**src/rtl/traffic_pkg.sv**
```systemverilog
// rtl/traffic_pkg.sv - phase encodings, light constants and phase helpers
package traffic_pkg;

   typedef enum logic [2:0] {
      S_G2    = 3'd0,
      S_Y2    = 3'd1,
      S_R1    = 3'd2,
      S_G1    = 3'd3,
      S_Y1    = 3'd4,
      S_R2    = 3'd5,
      S_FLASH = 3'd6
   } phase_e;

   localparam logic [2:0] RED       = 3'b100;
   localparam logic [2:0] YELLOW    = 3'b010;
   localparam logic [2:0] GREEN     = 3'b001;
   localparam logic [1:0] WALK      = 2'b01;
   localparam logic [1:0] DONT_WALK = 2'b10;

   function automatic logic is_green(input phase_e p);
      return (p == S_G1) || (p == S_G2);
   endfunction

endpackage

```
**src/rtl/tick_prescaler.sv**
```systemverilog
// rtl/tick_prescaler.sv - divides clock into a one-cycle tick every TICK_DIV cycles
module tick_prescaler #(
   parameter int TICK_DIV = 50
) (
   input  logic clock,
   input  logic resetn,
   input  logic hold,
   output logic tick
);
   localparam int W = (TICK_DIV > 1) ? $clog2(TICK_DIV) : 1;
   localparam logic [W-1:0] LAST = W'(TICK_DIV - 1);

   logic [W-1:0] count_q, count_d;

   always_comb begin
      count_d = count_q;
      if (!hold) begin
         count_d = (count_q == LAST) ? '0 : count_q + W'(1);
      end
   end

   always_ff @(posedge clock) begin
      if (!resetn) begin
         count_q <= '0;
      end else begin
         count_q <= count_d;
      end
   end

   assign tick = (count_q == LAST) && !hold;

endmodule

```
**src/rtl/traffic_phase_ctrl.sv**
```systemverilog
// rtl/traffic_phase_ctrl.sv - timed two-road intersection controller
// Optional night flash mode is enabled by defining TRAFFIC_NIGHT_FLASH_EN.
module traffic_phase_ctrl
   import traffic_pkg::*;
#(
   parameter int TICK_DIV        = 50,
   parameter int CNT_W           = 8,
   parameter int GREEN_TICKS     = 20,
   parameter int YELLOW_TICKS    = 4,
   parameter int ALLRED_TICKS    = 2,
   parameter int PED_SHORT_TICKS = 5
) (
   input  logic       clock,
   input  logic       resetn,
   input  logic       change,
   input  logic       hold,
`ifdef TRAFFIC_NIGHT_FLASH_EN
   input  logic       night,
`endif
   input  logic [1:0] ped_req,
   output logic [2:0] t1,
   output logic [2:0] t2,
   output logic [1:0] p1,
   output logic [1:0] p2,
   output logic [1:0] ped_pend,
   output logic [2:0] state
);
   localparam logic [CNT_W-1:0] G_LOAD     = CNT_W'(GREEN_TICKS - 1);
   localparam logic [CNT_W-1:0] Y_LOAD     = CNT_W'(YELLOW_TICKS - 1);
   localparam logic [CNT_W-1:0] AR_LOAD    = CNT_W'(ALLRED_TICKS - 1);
   localparam logic [CNT_W-1:0] SHORT_LOAD = CNT_W'(PED_SHORT_TICKS - 1);

   phase_e           phase_q, phase_d;
   logic [CNT_W-1:0] timer_q, timer_d;
   logic [1:0]       walk_q, walk_d;
   logic [1:0]       pend_q, pend_d;
   logic             change_q;
   logic             tick, change_edge, shorten;
`ifdef TRAFFIC_NIGHT_FLASH_EN
   logic             flash_q, flash_d;
`endif

   tick_prescaler #(.TICK_DIV(TICK_DIV)) u_prescaler (
      .clock  (clock),
      .resetn (resetn),
      .hold   (hold),
      .tick   (tick)
   );

   function automatic phase_e next_phase(input phase_e p);
      case (p)
         S_G2:    return S_Y2;
         S_Y2:    return S_R1;
         S_R1:    return S_G1;
         S_G1:    return S_Y1;
         S_Y1:    return S_R2;
         default: return S_G2;
      endcase
   endfunction

   function automatic logic [CNT_W-1:0] load_for(input phase_e p);
      case (p)
         S_G1, S_G2: return G_LOAD;
         S_Y1, S_Y2: return Y_LOAD;
         default:    return AR_LOAD;
      endcase
   endfunction

   // Bit 0 is crossing 1 (walks with T1), bit 1 is crossing 2 (walks with T2);
   // a request cuts short the green of the opposing road.
   assign change_edge = change & ~change_q;
   assign shorten     = ((phase_q == S_G2 && ped_req[0]) || (phase_q == S_G1 && ped_req[1]))
                        && (timer_q > SHORT_LOAD);

   always_comb begin
      phase_d = phase_q;
      timer_d = timer_q;
      walk_d  = walk_q;
      pend_d  = pend_q | ped_req;
`ifdef TRAFFIC_NIGHT_FLASH_EN
      flash_d = flash_q;
      if (phase_q == S_FLASH) begin
         if (tick) begin
            if (night) begin
               flash_d = ~flash_q;
            end else begin
               phase_d = S_R2;
               timer_d = AR_LOAD;
            end
         end
      end else
`endif
      if (tick && timer_q == '0) begin
         phase_d = next_phase(phase_q);
`ifdef TRAFFIC_NIGHT_FLASH_EN
         if (night && (phase_q == S_R1 || phase_q == S_R2)) begin
            phase_d = S_FLASH;
            flash_d = 1'b1;
         end
`endif
         timer_d = load_for(phase_d);
         if (phase_d == S_G1) begin
            walk_d[0] = pend_q[0] | ped_req[0];
            pend_d[0] = 1'b0;
         end
         if (phase_d == S_G2) begin
            walk_d[1] = pend_q[1] | ped_req[1];
            pend_d[1] = 1'b0;
         end
      end else if (change_edge && is_green(phase_q)) begin
         timer_d = '0;
      end else if (shorten) begin
         timer_d = SHORT_LOAD;
      end else if (tick) begin
         timer_d = timer_q - CNT_W'(1);
      end
   end

   always_ff @(posedge clock) begin
      if (!resetn) begin
         phase_q  <= S_R2;
         timer_q  <= AR_LOAD;
         walk_q   <= '0;
         pend_q   <= '0;
         change_q <= 1'b0;
`ifdef TRAFFIC_NIGHT_FLASH_EN
         flash_q  <= 1'b0;
`endif
      end else begin
         phase_q  <= phase_d;
         timer_q  <= timer_d;
         walk_q   <= walk_d;
         pend_q   <= pend_d;
         change_q <= change;
`ifdef TRAFFIC_NIGHT_FLASH_EN
         flash_q  <= flash_d;
`endif
      end
   end

   always_comb begin
      t1 = RED;
      t2 = RED;
      p1 = DONT_WALK;
      p2 = DONT_WALK;
      case (phase_q)
         S_G1: begin
            t1 = GREEN;
            if (walk_q[0]) p1 = WALK;
         end
         S_Y1: t1 = YELLOW;
         S_G2: begin
            t2 = GREEN;
            if (walk_q[1]) p2 = WALK;
         end
         S_Y2: t2 = YELLOW;
`ifdef TRAFFIC_NIGHT_FLASH_EN
         S_FLASH: begin
            t1 = flash_q ? YELLOW : 3'b000;
            t2 = flash_q ? RED : 3'b000;
            p1 = 2'b00;
            p2 = 2'b00;
         end
`endif
         default: ;
      endcase
   end

   assign ped_pend = pend_q;
   assign state    = phase_q;

endmodule
```
**config.mk**
```make
export PLATFORM = sky130hd
export DESIGN_NAME = traffic_phase_ctrl
export DESIGN_NICKNAME = d
export VERILOG_FILES = /design/src/rtl/traffic_pkg.sv /design/src/rtl/tick_prescaler.sv /design/src/rtl/traffic_phase_ctrl.sv
export SDC_FILE = /design/constraint.sdc
export NUM_CORES = 1
export LEC_CHECK = 0
export ABC_AREA = 1
export CAP_MARGIN = 20
export CORE_MARGIN = 2
export CORE_UTILIZATION = 53
export CTS_CLUSTER_DIAMETER = 60
export DETAILED_ROUTE_END_ITERATION = 8
export GPL_TIMING_DRIVEN = 0
export PLACE_DENSITY = 0.89
export SLEW_MARGIN = 30
export SYNTH_ARGS = -nofsm -noshare
export SYNTH_HDL_FRONTEND = slang
export SYNTH_SLANG_ARGS = --single-unit
```
**constraint.sdc**
```tcl
create_clock -name clock -period 2.25 [get_ports clock]
set_clock_uncertainty 0.15 [all_clocks]
set_input_delay 0.5625 -clock clock [delete_from_list [all_inputs] [get_ports clock]]
set_output_delay 0.5625 -clock clock [all_outputs]
set_load 0.02 [all_outputs]
```
==> results.md <==
Placed design:
- Once detailed placement completed, the half-perimeter wirelength came to 2230 µm.
- Routability-driven placement finished with a final weighted congestion of 0.886.
- During placement, the flow inserted port buffers numbering 20.
- The cell count after placement is 254.

Floorplanning:
- 21 I/O pins were placed.
- The full die area is 2950 µm².
- The die outline height is 54.4 µm.
- The die is 54.4 µm wide.
- The region available for standard cell placement spans 2430 µm².
- The number of rows in the core area is 18.
- The initial core utilization is 55.2%.

Logic synthesis:
- Yosys instantiated no cell more often than nor2_1.
- The post-synthesis sequential area ratio is 32.8%.
- The number of enable-type register cells in the synthesized netlist is 0.
- The net count of the mapped netlist is 214.
- Summed over its instances, the top area cell type makes up 32.8% of the synthesized netlist area.
- The number of distinct standard cells referenced by the synthesized netlist is 29.
- The number of synthesized register bits is 22.
- A synthesized cell averages 6.59 µm².
- The Yosys step of the flow raised 0 warnings.
- By count the netlist is led by nor2_1, nand2_1, inv_1.
- The most used flip-flop cell after synthesis is dfxtp_1.
- The cell area that synthesis handed to floorplanning was 1340 µm².
- Yosys attributes the largest share of cell area to dfxtp_1, nor2_1, nand2_1.
- For this run, asynchronously set or reset flops after synthesis account for 0%.
- Synthesis produced 204 cells.
- The cell accounting for the most synthesized area is dfxtp_1.

Drt:
- The number of routed nets with antenna violations is 0.
- The via-per-instance ratio is 5.15.
- The detailed router finished its first iteration with 29 violations.
- For this block, the routed nets add up to 2910 µm of wire.
- After detailed routing, the average wire length per cell comes to 11.3 µm.
- The first detailed-routing pass took 5 iterations.
- The number of design rule violations left after detail routing is 0.
- The total vias in the final route is 1,328.

Clock tree:
- The clock-pin slew of the registers on the worst-case setup and hold paths is 130 ps.
- The number of buffers added by the clock tree synthesis step is 3.
- CTS built an H-tree with a depth of 1.
- The clock latency on the worst-skew pair is 310 ps.
- The deepest clock path buffer count is 2.
- The TritonCTS clock tree is yes.
- Clock tree synthesis found a total of 22 sinks.
- The clock tree root buffer cell is clkbuf_4.
- The cts-stage hold buffer count is 0.

Finish:
- Of the cells placed in the final design, the portion with a size suffix greater than 1 is 13.6%.
- From synthesis to final layout, the design area changed by 19.9%.
- The repair_antennas step left the layout with diodes totalling 0.
- In the final layout, the multi-input gates occupy 771 µm².
- The count of filler cells inserted in the layout is 209.
- After the last flow step, the layout net total stands at 239.
- The post-route non-filler standard cell count is 258.
- The register cell area after layout is 447 µm².

STA:
- The final-report setup violation count is 0.
- After layout, the minimum clock period comes to 2150 ps.
- Setup repair after global routing left no endpoint under its margin.
- The max-slew violation count came to 0.
- The count of endpoints failing hold in the final timing report is 0.
- The fraction of the cycle the final worst path needs is 95.7%.
- The highest attainable clock frequency is 464 MHz.
- The worst slew slack as a fraction of its limit is 69.3%.
- Setup total negative slack on the finished layout was measured at 0 ps.
- The transition time of the tightest slew-check pin is 461 ps.

Worst setup path:
- Along the worst path, the maximum fanout reaches 8.
- The library cell contributing the largest single delay on the critical path is dfxtp_4.
- The depth of the critical timing path with buffers and inverters included is 4.
- Data on the critical path arrives at its endpoint at 1440 ps.
- The worst setup path is captured at an output port.
- The critical path start-end classification is register to output port.
- The required time of the worst setup path is 1540 ps.
- The stage delay of the slowest cell on the critical path is 400 ps.
- The type of element launching the critical path is a register.
- The flop-to-flop setup slack is 470 ps.
- Traced cell by cell, the critical path runs through inv_4, nand2_1, nor2_2, dlygate4sd2_1.
- The number of cells on the worst reg-to-reg path is 10.
- Together, buffers and inverters on the worst path number 2.
- Broken down by cell family, the worst path's largest delay share belongs to buffers and inverters.

Min path:
- The min-delay analysis places its worst path in the category register to register.
- Along the worst hold path, the cell count comes to 1.

Global route:
- The number of antenna violations at the first check in global routing was 0.
- The first-pass GRT wire length is 5130 µm.
- The sum of overflow across all layers after global routing is 0.
- The number of global-route vias before repair is 1,234.
- For met2 alone, demand over resource in global routing was 40.6%.
- For met1 alone, demand over resource in global routing was 28.9%.
- Global routing consumed, on the met3 layer, 4.37% of the routing resources.
- The global routing stage identified its most utilized layer as met2.
- The pin count of the biggest net entering global routing is 13.
- The total routing usage reported by global routing is 23.6%.

Flow run:
- The reported max-cap violation count is 0.

Outcome:
- The run finished with clean final reports.

Pwr:
- The worst ir drop on vdd is 0.413 mV.
- For this design the ratio of total power to cell area is 413 nW/µm².
- The static power due to leakage is 0.781 nW.
power breakdown:
| group | leakage, nW | total [W] | internal (W) | switching, W |
|---|---|---|---|---|
| logic | 0.581 | 0.0000460 | 0.0000215 | 0.0000244 |
| registers | 0.179 | 0.000400 | 0.000395 | 0.00000512 |
| clock network | 0.0210 | 0.000219 | 0.0000988 | 0.000121 |
| total | 0.781 | 0.000666 | 0.000516 | 0.000150 |
cell usage in the layout (no fill, tap or decap), types with 2 or more instances in the layout:
cell and count:
dfxtp_2 2, clkdlybuf4s15_1 2, nand4_1 7, a21oi_1 9, inv_1 29, nor2_4 5
dfxtp_1 19, dlygate4sd2_1 4, o21ai_1 3, o21ai_0 5, nor2_1 43, nand3_1 9
clkbuf_4 3, nor3_1 3, nor2_2 2, nand2_1 41, xor2_1 3, ha_1 4
nand2_2 3, clkdlybuf4s50_1 10, buf_6 2, clkbuf_2 4
flip-flops by register name, indices dropped and copies added (netlist names):
signal	cells
change_q	1
u_prescaler.count_q	6
state	3
ped_pend	2
walk_q	2
timer_q	8
layer usage:
| metal | up-vias | routed length [µm] |
|---|---|---|
| met5 | - | 0 |
| met1 | 605 | 1330 |
| met2 | 29 | 1420 |
| met4 | 0 | 29 |
| li1 | 690 | - |
| met3 | 4 | 138 |
layout make-up:
class,count,area share [%]
inverter,31,7.38
multi-input combinational,148,47.8
timing repair buffer,20,10.9
clock buffer,4,2.25
tap,30,2.33
buffer,3,1.63
sequential,22,27.7
worst register-to-register path, stage by stage (launching register included):
cell and delay [ps]:
dfxtp_1 340, inv_1 140, ha_1 220, inv_1 50, a21oi_1 130, nand2_1 110, nand2_4 120, nand3_2 90
buf_6 150, a21oi_1 120, nor2_1 60
through the flow:
step / setup slack [ps] / hold WS (ps) / cell area, µm² / total power (W) / util (%)
final: 97.1 / 338 / 1610 / 0.000666 / 66.3
after global routing: 2.08 / 373 / 1610 / 0.000689 / 66.3
after CTS: 19.5 / 338 / 1620 / 0.000674 / 66.6
after detailed placement: -59.0 / 308 / 1580 / 0.000456 / 65.0
after global placement: -14.2 / 296 / 1580 / 0.000455 / 65.0
after floorplan: 10.8 / 291 / 1340 / 0.000434 / -
final timing paths:
| kind | to | from |
|---|---|---|
| setup / recovery | t1[0] | state[2] |
| hold / removal | u_prescaler.count_q[5] | u_prescaler.count_q[5] |
| setup reg to reg | timer_q[5] | timer_q[0] |
| hold reg to reg | u_prescaler.count_q[5] | u_prescaler.count_q[5] |
repair_timing:
item,CTS,global route
pin swaps,0,2
resized for setup,17,11
setup buffers,0,0
setup endpoints to repair,10,7
cloned,0,0
cell families (layout without fill, tap and decap cells):
| kind of cell | after synthesis | in the layout | share of synthesized area, % |
|---|---|---|---|
| and+or+nand+nor | 121 | 121 | 42.8 |
| buffers and inverters | 34 | 58 | 10.6 |
| DFF | 22 | 22 | 32.8 |
| AOI/OAI and AO/OA | 19 | 19 | 7.45 |
| adders and majority gates | 4 | 4 | 3.72 |
| xor gates and xnor gates | 4 | 4 | 2.61 |
(Power assumes the default switching activity.)
